<file path="src/rtl/uart_fir_core.sv">
// 8N1 UART transmitter/receiver with a 4-tap moving-average filter on received bytes.
// Define UART_LOOPBACK_EN to feed the receiver from o_Tx_Serial instead of i_Rx_Serial.
module uart_fir_core #(
    parameter int CLKS_PER_BIT = 2,
    parameter int FIR_SHIFT    = 2
) (
    input  logic       i_Clock,
    input  logic       i_Reset,
    input  logic       i_Tx_DV,
    input  logic [7:0] i_Tx_Byte,
    output logic       o_Tx_Active,
    output logic       o_Tx_Serial,
    output logic       o_Tx_Done,
    input  logic       i_Rx_Serial,
    output logic       o_Rx_DV,
    output logic [7:0] o_Rx_Byte,
    output logic       o_Filt_DV,
    output logic [7:0] o_Filt_Data
);

    localparam int CNT_W = $clog2(CLKS_PER_BIT);
    localparam logic [CNT_W-1:0] CNT_LAST = CNT_W'(CLKS_PER_BIT - 1);
    localparam logic [CNT_W-1:0] CNT_MID  = CNT_W'((CLKS_PER_BIT - 1) / 2);

    typedef enum logic [2:0] {
        S_IDLE,
        S_START,
        S_DATA,
        S_STOP,
        S_CLEANUP
    } uart_state_t;

    function automatic logic [7:0] fir_scale(input logic [9:0] sum);
        logic [9:0] shifted;
        shifted = sum >> FIR_SHIFT;
        if (shifted > 10'd255) begin
            return 8'hFF;
        end
        return shifted[7:0];
    endfunction

    uart_state_t      tx_state_q, tx_state_d;
    logic [CNT_W-1:0] tx_cnt_q, tx_cnt_d;
    logic [2:0]       tx_idx_q, tx_idx_d;
    logic [7:0]       tx_data_q, tx_data_d;
    logic             tx_serial_q, tx_serial_d;
    logic             tx_active_q, tx_active_d;
    logic             tx_done_q, tx_done_d;

    uart_state_t      rx_state_q, rx_state_d;
    logic [CNT_W-1:0] rx_cnt_q, rx_cnt_d;
    logic [2:0]       rx_idx_q, rx_idx_d;
    logic [7:0]       rx_data_q, rx_data_d;
    logic [7:0]       rx_byte_q, rx_byte_d;
    logic             rx_dv_q, rx_dv_d;
    logic             rx_meta_q, rx_sync_q;
    logic             rx_in;

    logic [7:0]       x1_q, x2_q, x3_q;
    logic [7:0]       filt_q;
    logic             filt_dv_q;
    logic [9:0]       fir_sum;

`ifdef UART_LOOPBACK_EN
    logic unused_rx_serial;
    assign unused_rx_serial = i_Rx_Serial;
    assign rx_in = tx_serial_q;
`else
    assign rx_in = i_Rx_Serial;
`endif

    // Transmitter: serial_d is the bit of the state being entered, so the pin is registered.
    always_comb begin
        tx_state_d  = tx_state_q;
        tx_cnt_d    = tx_cnt_q;
        tx_idx_d    = tx_idx_q;
        tx_data_d   = tx_data_q;
        tx_serial_d = tx_serial_q;
        tx_active_d = tx_active_q;
        tx_done_d   = 1'b0;
        case (tx_state_q)
            S_IDLE: begin
                tx_serial_d = 1'b1;
                tx_cnt_d    = '0;
                tx_idx_d    = '0;
                if (i_Tx_DV) begin
                    tx_data_d   = i_Tx_Byte;
                    tx_active_d = 1'b1;
                    tx_serial_d = 1'b0;
                    tx_state_d  = S_START;
                end
            end
            S_START: begin
                if (tx_cnt_q == CNT_LAST) begin
                    tx_cnt_d    = '0;
                    tx_serial_d = tx_data_q[0];
                    tx_state_d  = S_DATA;
                end else begin
                    tx_cnt_d = tx_cnt_q + 1'b1;
                end
            end
            S_DATA: begin
                if (tx_cnt_q == CNT_LAST) begin
                    tx_cnt_d = '0;
                    if (tx_idx_q == 3'd7) begin
                        tx_idx_d    = '0;
                        tx_serial_d = 1'b1;
                        tx_state_d  = S_STOP;
                    end else begin
                        tx_idx_d    = tx_idx_q + 3'd1;
                        tx_serial_d = tx_data_q[tx_idx_q + 3'd1];
                    end
                end else begin
                    tx_cnt_d = tx_cnt_q + 1'b1;
                end
            end
            S_STOP: begin
                if (tx_cnt_q == CNT_LAST) begin
                    tx_cnt_d    = '0;
                    tx_done_d   = 1'b1;
                    tx_active_d = 1'b0;
                    tx_state_d  = S_CLEANUP;
                end else begin
                    tx_cnt_d = tx_cnt_q + 1'b1;
                end
            end
            default: begin
                tx_serial_d = 1'b1;
                tx_state_d  = S_IDLE;
            end
        endcase
    end

    always_ff @(posedge i_Clock) begin
        if (i_Reset) begin
            tx_state_q  <= S_IDLE;
            tx_cnt_q    <= '0;
            tx_idx_q    <= '0;
            tx_serial_q <= 1'b1;
            tx_active_q <= 1'b0;
            tx_done_q   <= 1'b0;
        end else begin
            tx_state_q  <= tx_state_d;
            tx_cnt_q    <= tx_cnt_d;
            tx_idx_q    <= tx_idx_d;
            tx_serial_q <= tx_serial_d;
            tx_active_q <= tx_active_d;
            tx_done_q   <= tx_done_d;
        end
    end

    always_ff @(posedge i_Clock) begin
        tx_data_q <= tx_data_d;
        rx_data_q <= rx_data_d;
    end

    // Receiver: sample point is CNT_MID clocks into START, then every CLKS_PER_BIT clocks.
    always_comb begin
        rx_state_d = rx_state_q;
        rx_cnt_d   = rx_cnt_q;
        rx_idx_d   = rx_idx_q;
        rx_data_d  = rx_data_q;
        rx_byte_d  = rx_byte_q;
        rx_dv_d    = 1'b0;
        case (rx_state_q)
            S_IDLE: begin
                rx_cnt_d = '0;
                rx_idx_d = '0;
                if (!rx_sync_q) begin
                    rx_state_d = S_START;
                end
            end
            S_START: begin
                if (rx_cnt_q == CNT_MID) begin
                    rx_cnt_d   = '0;
                    rx_state_d = rx_sync_q ? S_IDLE : S_DATA;
                end else begin
                    rx_cnt_d = rx_cnt_q + 1'b1;
                end
            end
            S_DATA: begin
                if (rx_cnt_q == CNT_LAST) begin
                    rx_cnt_d            = '0;
                    rx_data_d[rx_idx_q] = rx_sync_q;
                    if (rx_idx_q == 3'd7) begin
                        rx_idx_d   = '0;
                        rx_state_d = S_STOP;
                    end else begin
                        rx_idx_d = rx_idx_q + 3'd1;
                    end
                end else begin
                    rx_cnt_d = rx_cnt_q + 1'b1;
                end
            end
            S_STOP: begin
                if (rx_cnt_q == CNT_LAST) begin
                    rx_cnt_d   = '0;
                    rx_state_d = S_CLEANUP;
                    if (rx_sync_q) begin
                        rx_byte_d = rx_data_q;
                        rx_dv_d   = 1'b1;
                    end
                end else begin
                    rx_cnt_d = rx_cnt_q + 1'b1;
                end
            end
            default: begin
                rx_state_d = S_IDLE;
            end
        endcase
    end

    always_ff @(posedge i_Clock) begin
        if (i_Reset) begin
            rx_meta_q  <= 1'b1;
            rx_sync_q  <= 1'b1;
            rx_state_q <= S_IDLE;
            rx_cnt_q   <= '0;
            rx_idx_q   <= '0;
            rx_byte_q  <= '0;
            rx_dv_q    <= 1'b0;
        end else begin
            rx_meta_q  <= rx_in;
            rx_sync_q  <= rx_meta_q;
            rx_state_q <= rx_state_d;
            rx_cnt_q   <= rx_cnt_d;
            rx_idx_q   <= rx_idx_d;
            rx_byte_q  <= rx_byte_d;
            rx_dv_q    <= rx_dv_d;
        end
    end

    // FIR: o_Rx_Byte serves as tap x0, so the window is complete while o_Rx_DV is high.
    assign fir_sum = 10'(rx_byte_q) + 10'(x1_q) + 10'(x2_q) + 10'(x3_q);

    always_ff @(posedge i_Clock) begin
        if (i_Reset) begin
            x1_q      <= '0;
            x2_q      <= '0;
            x3_q      <= '0;
            filt_q    <= '0;
            filt_dv_q <= 1'b0;
        end else begin
            filt_dv_q <= rx_dv_q;
            if (rx_dv_d) begin
                x1_q <= rx_byte_q;
                x2_q <= x1_q;
                x3_q <= x2_q;
            end
            if (rx_dv_q) begin
                filt_q <= fir_scale(fir_sum);
            end
        end
    end

    assign o_Tx_Active = tx_active_q;
    assign o_Tx_Serial = tx_serial_q;
    assign o_Tx_Done   = tx_done_q;
    assign o_Rx_DV     = rx_dv_q;
    assign o_Rx_Byte   = rx_byte_q;
    assign o_Filt_DV   = filt_dv_q;
    assign o_Filt_Data = filt_q;

endmodule

</file>
<file path="config.mk">
export PLATFORM = sky130hd
export DESIGN_NAME = uart_fir_core
export DESIGN_NICKNAME = d
export VERILOG_FILES = /design/src/rtl/uart_fir_core.sv
export SDC_FILE = /design/constraint.sdc
export NUM_CORES = 1
export LEC_CHECK = 0
export BUFFER_PORTS_ARGS = -buffer_cell sky130_fd_sc_hd__buf_2
export CORE_MARGIN = 10
export CORE_UTILIZATION = 45
export CTS_BUF_LIST = sky130_fd_sc_hd__clkbuf_16
export CTS_CLUSTER_DIAMETER = 80
export DETAILED_ROUTE_END_ITERATION = 10
export GPL_TIMING_DRIVEN = 0
export PLACE_DENSITY = 0.62
export SYNTH_ARGS = -nofsm -noshare
export SYNTH_HDL_FRONTEND = slang
export SYNTH_SLANG_ARGS = --single-unit
</file>
<file path="constraint.sdc">
create_clock -name i_Clock -period 7.4 [get_ports i_Clock]
set_input_delay 1.48 -clock i_Clock [delete_from_list [all_inputs] [get_ports i_Clock]]
set_output_delay 1.48 -clock i_Clock [all_outputs]
set_load 0.005 [all_outputs]
</file>
Word-level counts from Yosys, hierarchy flattened
Index checks and enable logic that the tools add are counted.
- word-level logic and storage cells: 116
- output and inout port bits: 21
- register bits: 77
- bits of input ports: 12
- magnitude comparators: 4
- equal/unequal tests: 18
- reduce and logical (&&, ||, !) cells: 20
- add/sub/neg operators: 7
- mux-type cells: 46
- bitwise logic cells: 1
- operator list (cell ; number):
    $mux W3 ; 14
    $pmux W3 S4 ; 2
    $ne A2 B2 Y1 const B ; 10
    $mux W1 ; 18
    $mux W8 ; 2
    $eq A3 B2 Y1 const B ; 4
    $pmux W3 S2 ; 2
    $add A10 B8 Y10 ; 1
    $add A9 B8 Y10 ; 1
    $reduce_and A5 Y1 ; 2
    $add A8 B8 Y9 ; 1
    $reduce_and A3 Y1 ; 3
    $bwmux W8 ; 1
    $gt A8 B8 Y1 const B ; 1
    $lt A3 B4 Y1 const B ; 2
    $reduce_and A2 Y1 ; 4
    $reduce_bool A2 Y1 ; 4
    $add A3 B1 Y3 const B ; 2
    $eq A3 B1 Y1 const B ; 2
    $eq A3 B3 Y1 const B ; 2
    $logic_not A3 Y1 ; 2
    $pmux W1 S2 ; 2
    $pmux W1 S4 ; 1
    $reduce_or A2 Y1 ; 2
    10 further kinds ; 11

Logic depth before layout (Yosys ltp)
Gate-level depths: netlist (run 1).
- depth after elaboration: 8
- mapped depth: 10

Worst setup path before layout (run 1)
Ideal clock, no wire load.
- path type: register -> register
- start: register rx_byte_q[1] (netlist: o_Rx_Byte[1])
- end: register filt_q[5] (netlist: o_Filt_Data[5])
- setup time: 0.117 ns
- stages on the path, launching flop included: 11
- buffers on the path: 0
- setup slack: 4.357 ns
- data arrival time: 2.925 ns
- data required time: 7.283 ns
- cells stage by stage: dfxtp_1 > inv_1 > fa_1 > fa_1 > or3b_4 > fa_1 > nor2b_1 > o31a_1 > o21a_1 > o21ai_0 > a32o_1
- word-level cells in the longest chain between the ends: 8
- RTL lines (item ; RTL line ; source):
    start: declaration ; 54 ; logic [7:0] rx_byte_q, rx_byte_d;
    start signal: assignment ; 228 ; rx_byte_q <= rx_byte_d;
    $add A8 B8 Y9 * ; 234 ; assign fir_sum = 10'(rx_byte_q) + 10'(x1_q) + 10'(x2_q) + 10'(x3_q);
    $add A9 B8 Y10 * ; 234 ;
    $add A10 B8 Y10 * ; 234 ;
    $gt A8 B8 Y1 ; 36 ; if (shifted > 10'd255) begin
    $mux W1 ; 36 ;
    $mux W1 ; 250 ; if (rx_dv_q) begin
    $mux W1 ; 237 ; if (i_Reset) begin
    $mux W8 * ; 39 ; return shifted[7:0];
    end signal: assignment ; 251 ; filt_q <= fir_scale(fir_sum);
    end: declaration ; 60 ; logic [7:0] filt_q;
Mark *: on every way between the ends. The rest lies on a longest branch, timed or not. The select of a mux whose other input is x is not followed.
A chain may end at the register's enable or synchronous reset.

Worst setup path in the final report (run 1)
Ends and elaborated chain as after synthesis.

==> results of run 1 <==
placed cells by master, fill, tap and decap left out, types with 2 or more instances in the layout:
cell type,synthesis,layout
a211oi_1,2,2
a21oi_1,48,48
and3_1,2,2
and4_1,2,2
buf_2,4,36
buf_6,3,3
clkbuf_1,11,11
clkbuf_16,0,9
clkinvlp_4,0,2
dfxtp_1,61,61
edfxtp_1,16,16
fa_1,16,16
ha_1,11,11
inv_1,47,48
mux2i_1,4,4
mux4_2,2,2
nand2_1,76,76
nand2b_1,3,3
nand3_1,4,4
nor2_1,23,23
nor2b_1,3,3
nor3_1,8,8
nor3b_1,5,5
nor4b_2,2,2
o21a_1,2,2
o21ai_0,6,6
o22ai_1,2,2
or2_2,2,2
or3_1,4,4
xnor2_1,3,3
logic make-up after synthesis:
| group | after synthesis | synth area share |
|---|---|---|
| and+or+nand+nor | 142 | 0.1847 |
| buffers and inverters | 66 | 0.07552 |
| xor gates and xnor gates | 4 | 0.009614 |
| AOI/OAI and AO/OA | 69 | 0.1085 |
| adders and majority gates | 28 | 0.1284 |
| DFF | 77 | 0.4669 |
| muxes | 7 | 0.02643 |
final cells by class:
| class | count | area (um2) | area share |
|---|---|---|---|
| multi-input cells | 250 | 1668 | 0.3948 |
| well taps | 102 | 127.6 | 0.03021 |
| flip-flops and latches | 77 | 1702 | 0.4028 |
| plain buffers | 19 | 98.84 | 0.02340 |
| clock buffers | 9 | 225.2 | 0.05332 |
| clock inverters | 7 | 66.31 | 0.01570 |
| repair buffers | 32 | 160.2 | 0.03791 |
| inverters | 47 | 176.4 | 0.04177 |
final timing paths:
path                                    from             end  slack, ns  depth (start not counted)
worst min-delay path               rx_meta_q       rx_sync_q       0.41                          1
worst max-delay path            o_Rx_Byte[1]  o_Filt_Data[5]       4.15                         10
worst min register to register     rx_meta_q       rx_sync_q       0.41                          1
worst max register to register  o_Rx_Byte[1]  o_Filt_Data[5]       4.15                         10
per-layer routing:
layer | GRT usage | vias up | share of wire
met5 | 0 | - | 0
met4 | 0.05576 | 0 | 0.016
met3 | 0.03889 | 11 | 0.061
met2 | 0.1986 | 51 | 0.46
met1 | 0.1512 | 1212 | 0.46
li1 | - | 1394 | -
through the flow:
step,std cells,util,total power (W)
CTS,543,0.5410,0.0009023
finish,543,0.5410,0.0008931
global placement,527,0.5037,0.0004727
global route,543,0.5410,0.0009214
floorplan,393,-,0.0004629
detailed placement,527,0.5037,0.0004736
sequential cells by signal (all words and copies together) (netlist names), 3 cells and up:
name and flops:
o_Filt_Data 8, o_Rx_Byte 8, rx_data_q 8, rx_idx_q 3, rx_state_q 3, tx_data_q 8, tx_idx_q 3, tx_state_q 3
x1_q 8, x2_q 8, x3_q 8
power groups by stage:
stage          Combinational [W]  Sequential [W]  Clock [W]
2_1_floorplan          0.0000166        0.000446          0
3_3_place_gp           0.0000258        0.000447          0
3_5_place_dp           0.0000265        0.000447          0
4_1_cts                0.0000266        0.000438   0.000438
5_1_grt                0.0000294        0.000439   0.000453
6_report               0.0000264        0.000438   0.000429
==> run summary, run 1 <==
critical setup path kind - register to register
internal cell power - 0.0007035 W
clk buf depth - 2
Clock power frac - 0.480
worst-skew pair later-pin latency - 0.33 ns
first-pass GRT wire length - 11.85 mm
Hold Buf Count CTS - 0
Post-synth EDFFs - 16
vias in the first global route - 2,570
RSZ-0062 raised after global routing - no
DP HPWL - 5.300 mm
Nets - 475
drt wl/cell - 12.93 um
Yosys top cell area share - 0.3350
initial DRC count - 88
Critical Path AT - 3.48 ns
CTS tree - done
pin count of the biggest net entering global routing - 14
VDD IR max - 0.1031 mV
global route overflow - 0
Critical Path RT - 7.62 ns
DIE WIDTH - 110.0 um
via count - 2,668
Final Hold Viols - 0
Least-Margin Pin Slew - 1.267 ns
max frequency - 307.4 MHz
CP Launch Type - register
total track usage - 0.1244
# setup viols final - 0
mean area per synthesized cell - 9.274 um2
crit path cell chain - inv_1 -> fa_1 -> fa_1 -> or3b_4 -> fa_1 -> nor2b_1 -> o31a_1 -> o21a_1 -> o21ai_0 -> a32o_1
initial antenna violation count - 0
count of boundary I/O pins - 33
PwrDens - 211.4 nW/um2
Synthesized Nets - 432
Synth-to-Final Area Change - 15.89%
CP max-delay cell - fa_1
Yosys Warn Count - 0
DIE HEIGHT - 110.0 um
CP Capture Type - register
WHS - 0.4122 ns
count leader, synth - nand2_1
Comb pwr share - 0.030
ant diodes - 0
Leakage - 1.581 nW
postcts setup bufs - 0
Yosys top cell by area - dfxtp_1
sw power - 0.0001896 W
Core Area - 7807 um2
CP bufs+invs - 1
Remaining DRCs - 0
CP dominant cell by count - fa_1
Sw Ratio - 0.2123
layout cells sized above 1 - 0.1429
fin crit period - 3.253 ns
vias per inst - 4.913
H-Tree Level Count - 3
top cells by area, synth - dfxtp_1 34%, edfxtp_1 13%, fa_1 8.8%, nand2_1 7.8%, a21oi_1 6.6%
top post-synthesis cells by count - 76 x nand2_1, 61 x dfxtp_1, 48 x a21oi_1, 47 x inv_1, 23 x nor2_1
Top Family by Delay on Critical Path - adder cells
Routed WL - 7.020 mm
register area share after synthesis - 0.4669
CP max FO - 4
fin worst setup slack - 4.147 ns
IO Port Bufs - 32
worst clock skew - 0.005167 ns
CTS Buf Count - 9
post_cts resized - 0
finished layout cell area - 4224 um2
placed inst area - 3933 um2
synthesized area - 3645 um2
maxcap violations - 0
initial core utilization - 0.4668
Clock transition at path regs - 0.06 ns
ys async rst share - 0
HP Class - register to register
Core Rows - 32
DRT Pass-1 Iters - 4
Gate Count Post-Synth - 393
Worst path max stage delay - 0.56 ns
sequential share of power - 0.490
Final Max Slew Viols - 0
Die Area - 12,100 um2
clock root buffer - clkbuf_16
# clock sinks - 77
worst slack at placement - 4.164 ns
library cells used by synthesis - 49
Fillers - 750
final setup TNS - 0 ns
period utilization - 0.4396
DRT antenna net count - 0
routability-driven placement congestion ratio - 0.8348
relative slew slack - 0.1489
status - finished, final reports clean
Seq cells post-synth - 77
Most used DFF post-synth - dfxtp_1
(Power assumes the default switching activity.)
==> inputs of run 2 (changes only) <==
--- a/config.mk
+++ b/config.mk
@@ -12,7 +12,7 @@
 export CTS_CLUSTER_DIAMETER = 80
 export DETAILED_ROUTE_END_ITERATION = 10
 export GPL_TIMING_DRIVEN = 0
-export PLACE_DENSITY = 0.62
+export PLACE_DENSITY = 0.65
 export SYNTH_ARGS = -nofsm -noshare
 export SYNTH_HDL_FRONTEND = slang
 export SYNTH_SLANG_ARGS = --single-unit
==> constraint.sdc (replaced) <==
create_clock -name i_Clock -period 2.9 [get_ports i_Clock]
set_input_delay 0.58 -clock i_Clock [delete_from_list [all_inputs] [get_ports i_Clock]]
set_output_delay 0.58 -clock i_Clock [all_outputs]
set_load 0.005 [all_outputs]
==> run 2 against run 1 <==
Compared with the run above:
- the flow now finishes with violations (setup timing)
- wire length increased by 1.5%
- global-route usage down 0.40 points
- non-clock buffer count rose by 6
- setup slack worse by 4.2 ns
- maximum frequency rose by 9.0%
- clock-buffer cell count unchanged
- clock power up 150%
- register-to-register slack got worse by 4.2 ns
- combinational power rose to 2.5 times the previous value
- critical path type unchanged
==> run summary, run 2 (synthesis gave the netlist of run 1 again) <==
# setup viols final - 1
Routed WL - 7.128 mm
critical setup path kind - register to register
fin crit period - 2.984 ns
ant diodes - 0
Least-Margin Pin Slew - 0.7383 ns
Final Max Slew Viols - 0
vias in the first global route - 2,509
Critical Path RT - 3.12 ns
period utilization - 1.029
DIE HEIGHT - 110.0 um
most frequent cells in the layout - 76 x nand2_1, 49 x dfxtp_1, 46 x a21oi_1
pin count of the biggest net entering global routing - 14
PwrDens - 518.8 nW/um2
Remaining DRCs - 0
IO Port Bufs - 32
Critical Path AT - 3.20 ns
RSZ-0062 raised after global routing - yes
DP HPWL - 5.248 mm
Nets - 481
initial antenna violation count - 0
initial DRC count - 123
Overall Power - 0.002256 W
global route overflow - 0
fin cells - 549
maxcap violations - 0
Synth-to-Final Area Change - 19.29%
routability-driven placement congestion ratio - 0.8201
initial core utilization - 0.4668
relative slew slack - 0.5051
Core Area - 7807 um2
clk buf depth - 2
Final Hold Viols - 0
Core Rows - 32
via count - 2,667
Clock transition at path regs - 0.06 ns
fin worst setup slack - -0.08408 ns
first-pass GRT wire length - 11.53 mm
multi-input logic area - 1739 um2
worst clock skew - 0.005000 ns
CTS tree - done
total track usage - 0.1204
HP Class - register to register
Die Area - 12,100 um2
CTS Buf Count - 9
Util after Layout - 0.5569
DRT Pass-1 Iters - 4
status - finished with violations
DRT antenna net count - 0
drt wl/cell - 12.98 um
CP max FO - 2
GRT met1 Usage - 0.1523
Leakage - 1.615 nW
WHS - 0.4065 ns
gr busiest metal - met2
Fillers - 708
max frequency - 335.1 MHz
M2 GR Usage - 0.1931
failing checks - setup timing
layout cells sized above 1 - 0.2125
DP Cell Count - 527
vias per inst - 4.858
CP Launch Type - register
Hold Buf Count CTS - 0
H-Tree Level Count - 3
CP Capture Type - register
register area - 1717 um2
worst-skew pair later-pin latency - 0.33 ns
met3 Track Usage GR - 0.03772
count of boundary I/O pins - 33
VDD IR max - 0.3337 mV
# clock sinks - 77
clock root buffer - clkbuf_16
DIE WIDTH - 110.0 um
most common cell after layout, fill and taps aside - nand2_1
[run 2: cell count changes in the layout (fill, tap and decap cells not counted), moves of 4 or more]
cell,previous run,this run
fa_2,0,4
dfxtp_1,61,49
dfxtp_2,0,12
fa_1,16,12
buf_4,0,6
[run 2: area by class of cell]
cell class / count / area share
Buffer: 19 / 0.02273
Clock buffer: 9 / 0.05180
Clock inverter: 7 / 0.01353
Inverter: 47 / 0.04058
Multi-Input combinational cell: 250 / 0.4000
Sequential cell: 77 / 0.3948
Tap cell: 102 / 0.02935
Timing Repair Buffer: 38 / 0.04719
[run 2: final timing paths]
check                     from        endpoint  slack [ns]  cells past startpoint
setup / recovery  o_Rx_Byte[1]  o_Filt_Data[5]       -0.08                     10
hold / removal       rx_meta_q       rx_sync_q        0.41                      1
setup reg to reg  o_Rx_Byte[1]  o_Filt_Data[5]       -0.08                     10
hold reg to reg      rx_meta_q       rx_sync_q        0.41                      1
[run 2: what timing repair did]
action	in CTS	in global routing
pin swaps	9	7
buffers inserted	4	2
endpoints found under the setup margin	3	4
gates resized for setup	12	9
[run 2: report_power, final]
part           switching, W  internal (W)  total (W)
Combinational     0.0000416     0.0000250  0.0000666
Clock              0.000418      0.000654    0.00107
Sequential       0.00000793       0.00111    0.00112
[run 2: worst max-delay path, cell delays in order, from the launching register on]
cell and delay, ns:
dfxtp_2 0.34, inv_2 0.04, fa_1 0.54, fa_1 0.42
or3b_4 0.39, fa_2 0.38, nor2b_4 0.13, o31a_1 0.15
o21a_1 0.17, o21ai_2 0.07, a32o_1 0.24
[run 2: metal layers]
| layer | vias up | share of wire |
|---|---|---|
| met5 | - | 0 |
| met4 | 0 | 0.0083 |
| met3 | 7 | 0.047 |
| met2 | 42 | 0.47 |
| met1 | 1220 | 0.47 |
| li1 | 1398 | - |
[run 2: through the flow]
stage / setup WS, ns / TNS [ns] / cell area [um2]
after floorplan: -0.02289 / -0.02289 / 3665
after global placement: -0.1539 / -0.1539 / 3953
after detailed placement: -0.2157 / -0.2725 / 3953
after CTS: -0.09025 / -0.09025 / 4295
after global routing: -0.1641 / -0.2094 / 4348
final: -0.08408 / -0.08408 / 4348
==> inputs of run 3 (changes only) <==
--- a/config.mk
+++ b/config.mk
@@ -7,12 +7,12 @@
 export LEC_CHECK = 0
 export BUFFER_PORTS_ARGS = -buffer_cell sky130_fd_sc_hd__buf_2
 export CORE_MARGIN = 10
-export CORE_UTILIZATION = 45
+export CORE_UTILIZATION = 53
 export CTS_BUF_LIST = sky130_fd_sc_hd__clkbuf_16
 export CTS_CLUSTER_DIAMETER = 80
 export DETAILED_ROUTE_END_ITERATION = 10
 export GPL_TIMING_DRIVEN = 0
-export PLACE_DENSITY = 0.65
+export PLACE_DENSITY = 0.8
 export SYNTH_ARGS = -nofsm -noshare
 export SYNTH_HDL_FRONTEND = slang
 export SYNTH_SLANG_ARGS = --single-unit
==> run 3 against run 2 <==
Compared with the run above:
- the run still ends with setup timing left
- global-route usage increased by 2.6 points
- cell count down 3.5%
- sequential cell count unchanged
- worst hold slack got worse by 0.0017 ns
- largest power group unchanged
==> run summary, run 3 (synthesis gave the netlist of run 1 again) <==
VDD IR max - 0.3565 mV
fin worst setup slack - -0.1541 ns
failing checks - setup timing
clock root buffer - clkbuf_16
# clock sinks - 77
Final Max Slew Viols - 0
initial core utilization - 0.5394
maxcap violations - 0
Fillers - 524
critical setup path kind - register to register
vias in the first global route - 2,748
CP Launch Point - x2_q[1]
total track usage - 0.1463
fin crit period - 3.054 ns
Clock transition at path regs - 0.06 ns
HP Class - register to register
CP max FO - 2
finished layout cell area - 4338 um2
most common cell after layout, fill and taps aside - nand2_1
Leakage - 1.624 nW
CP Launch Type - register
# setup viols final - 3
R2R depth - 10
max frequency - 327.4 MHz
layout cells sized above 1 - 0.2244
DRT antenna net count - 0
DP HPWL - 5.266 mm
most frequent cells in the layout - 75 x nand2_1, 49 x dfxtp_1, 46 x a21oi_1
Nets - 484
pin count of the biggest net entering global routing - 14
first-pass GRT wire length - 12.24 mm
Worst Hold Launch - rx_meta_q
global route overflow - 0
Critical Path RT - 3.12 ns
RSZ-0062 raised after global routing - yes
count of boundary I/O pins - 33
relative slew slack - 0.1479
PwrDens - 524.2 nW/um2
Core Rows - 30
H-Tree Level Count - 3
placed inst area - 3925 um2
DIE HEIGHT - 102.9 um
Core Area - 6756 um2
DIE WIDTH - 102.9 um
Least-Margin Pin Slew - 1.268 ns
initial antenna violation count - 0
ant diodes - 0
cell depth of the worst hold path - 1
DRT Pass-1 Iters - 4
CTS tree - done
CP Capture Type - register
worst clock skew - 0.008388 ns
period utilization - 1.053
routability-driven placement congestion ratio - 0.8231
IO Port Bufs - 32
Final Hold Viols - 0
Remaining DRCs - 0
Critical Path AT - 3.27 ns
Synth-to-Final Area Change - 19.02%
initial DRC count - 129
r2r setup slk - -0.15 ns
Die Area - 10,590 um2
via count - 2,776
worst-skew pair later-pin latency - 0.33 ns
drt wl/cell - 14.12 um
Hold EP - rx_sync_q
Routed WL - 7.486 mm
worst r2r src - x2_q[1]
final setup TNS - -0.2177 ns
status - finished with violations
CTS Buf Count - 9
RR Endpoint - o_Filt_Data[5]
clk buf depth - 2
vias per inst - 5.238
-- run 3: cell types whose count changed in the layout (fill, tap and decap cells not counted), sizes merged --
cell / delta
buf: +3
-- run 3: power by group --
part | total (W) | leakage [nW] | switching, W | internal (W)
logic | 0.0000670 | 0.836 | 0.0000423 | 0.0000247
registers | 0.00112 | 0.645 | 0.00000826 | 0.00111
clock network | 0.00109 | 0.143 | 0.000428 | 0.000661
total | 0.00227 | 1.62 | 0.000479 | 0.00180
-- run 3: layout make-up --
cell class | count | area, um2 | share of cell area
multi-input combinational | 250 | 1728 | 0.3983
inverter | 47 | 176.4 | 0.04067
buffer | 19 | 98.84 | 0.02279
tap | 80 | 100.1 | 0.02307
clock buffer | 9 | 225.2 | 0.05192
timing repair buffer | 41 | 227.7 | 0.05249
clock inverter | 7 | 65.06 | 0.01500
sequential | 77 | 1717 | 0.3957
-- run 3: stage by stage --
step	utilization	power (W)	setup slack (ns)	std cells	hold WS [ns]
2_1_floorplan	-	0.001181	-0.02289	393	0.3895
3_3_place_gp	0.5809	0.001204	-0.1429	505	0.3956
3_5_place_dp	0.5809	0.001207	-0.1959	505	0.3963
4_1_cts	0.6315	0.002285	-0.1247	525	0.4071
5_1_grt	0.6420	0.002335	-0.2465	530	0.4195
6_report	0.6420	0.002274	-0.1541	530	0.4048
-- run 3: worst max-delay path, stage by stage, from the launching register on --
cell and delay [ns]:
dfxtp_2 0.33, inv_2 0.04, fa_1 0.55, fa_1 0.41
or3b_4 0.42, fa_2 0.37, nor2b_2 0.16, o31a_1 0.19
o21a_1 0.15, o21ai_1 0.08, a32o_1 0.26
-- run 3: timing repair --
| item | 4_1_cts | 5_1_grt |
|---|---|---|
| buffers inserted | 4 | 5 |
| resized for setup | 6 | 17 |
| setup endpoints to repair | 3 | 5 |
| hold buffers | 0 | 0 |
| pin swaps | 4 | 13 |
-- run 3: worst max path at each step --
| stage | end | slack [ns] | cells after the start |
|---|---|---|---|
| finish | o_Filt_Data[5] | -0.15 | 10 |
| global route | o_Filt_Data[5] | -0.25 | 10 |
| CTS | o_Filt_Data[5] | -0.12 | 10 |
| detailed placement | o_Filt_Data[5] | -0.20 | 10 |
| global placement | o_Filt_Data[5] | -0.14 | 10 |
| floorplan | o_Filt_Data[5] | -0.02 | 10 |
-- run 3: routing by layer --
metal | vias up | global-route usage | share of wire
li1 | 1401 | - | -
met1 | 1302 | 0.1634 | 0.43
met2 | 63 | 0.2526 | 0.50
met3 | 10 | 0.04558 | 0.059
met4 | 0 | 0.05989 | 0.014
met5 | - | 0 | 0
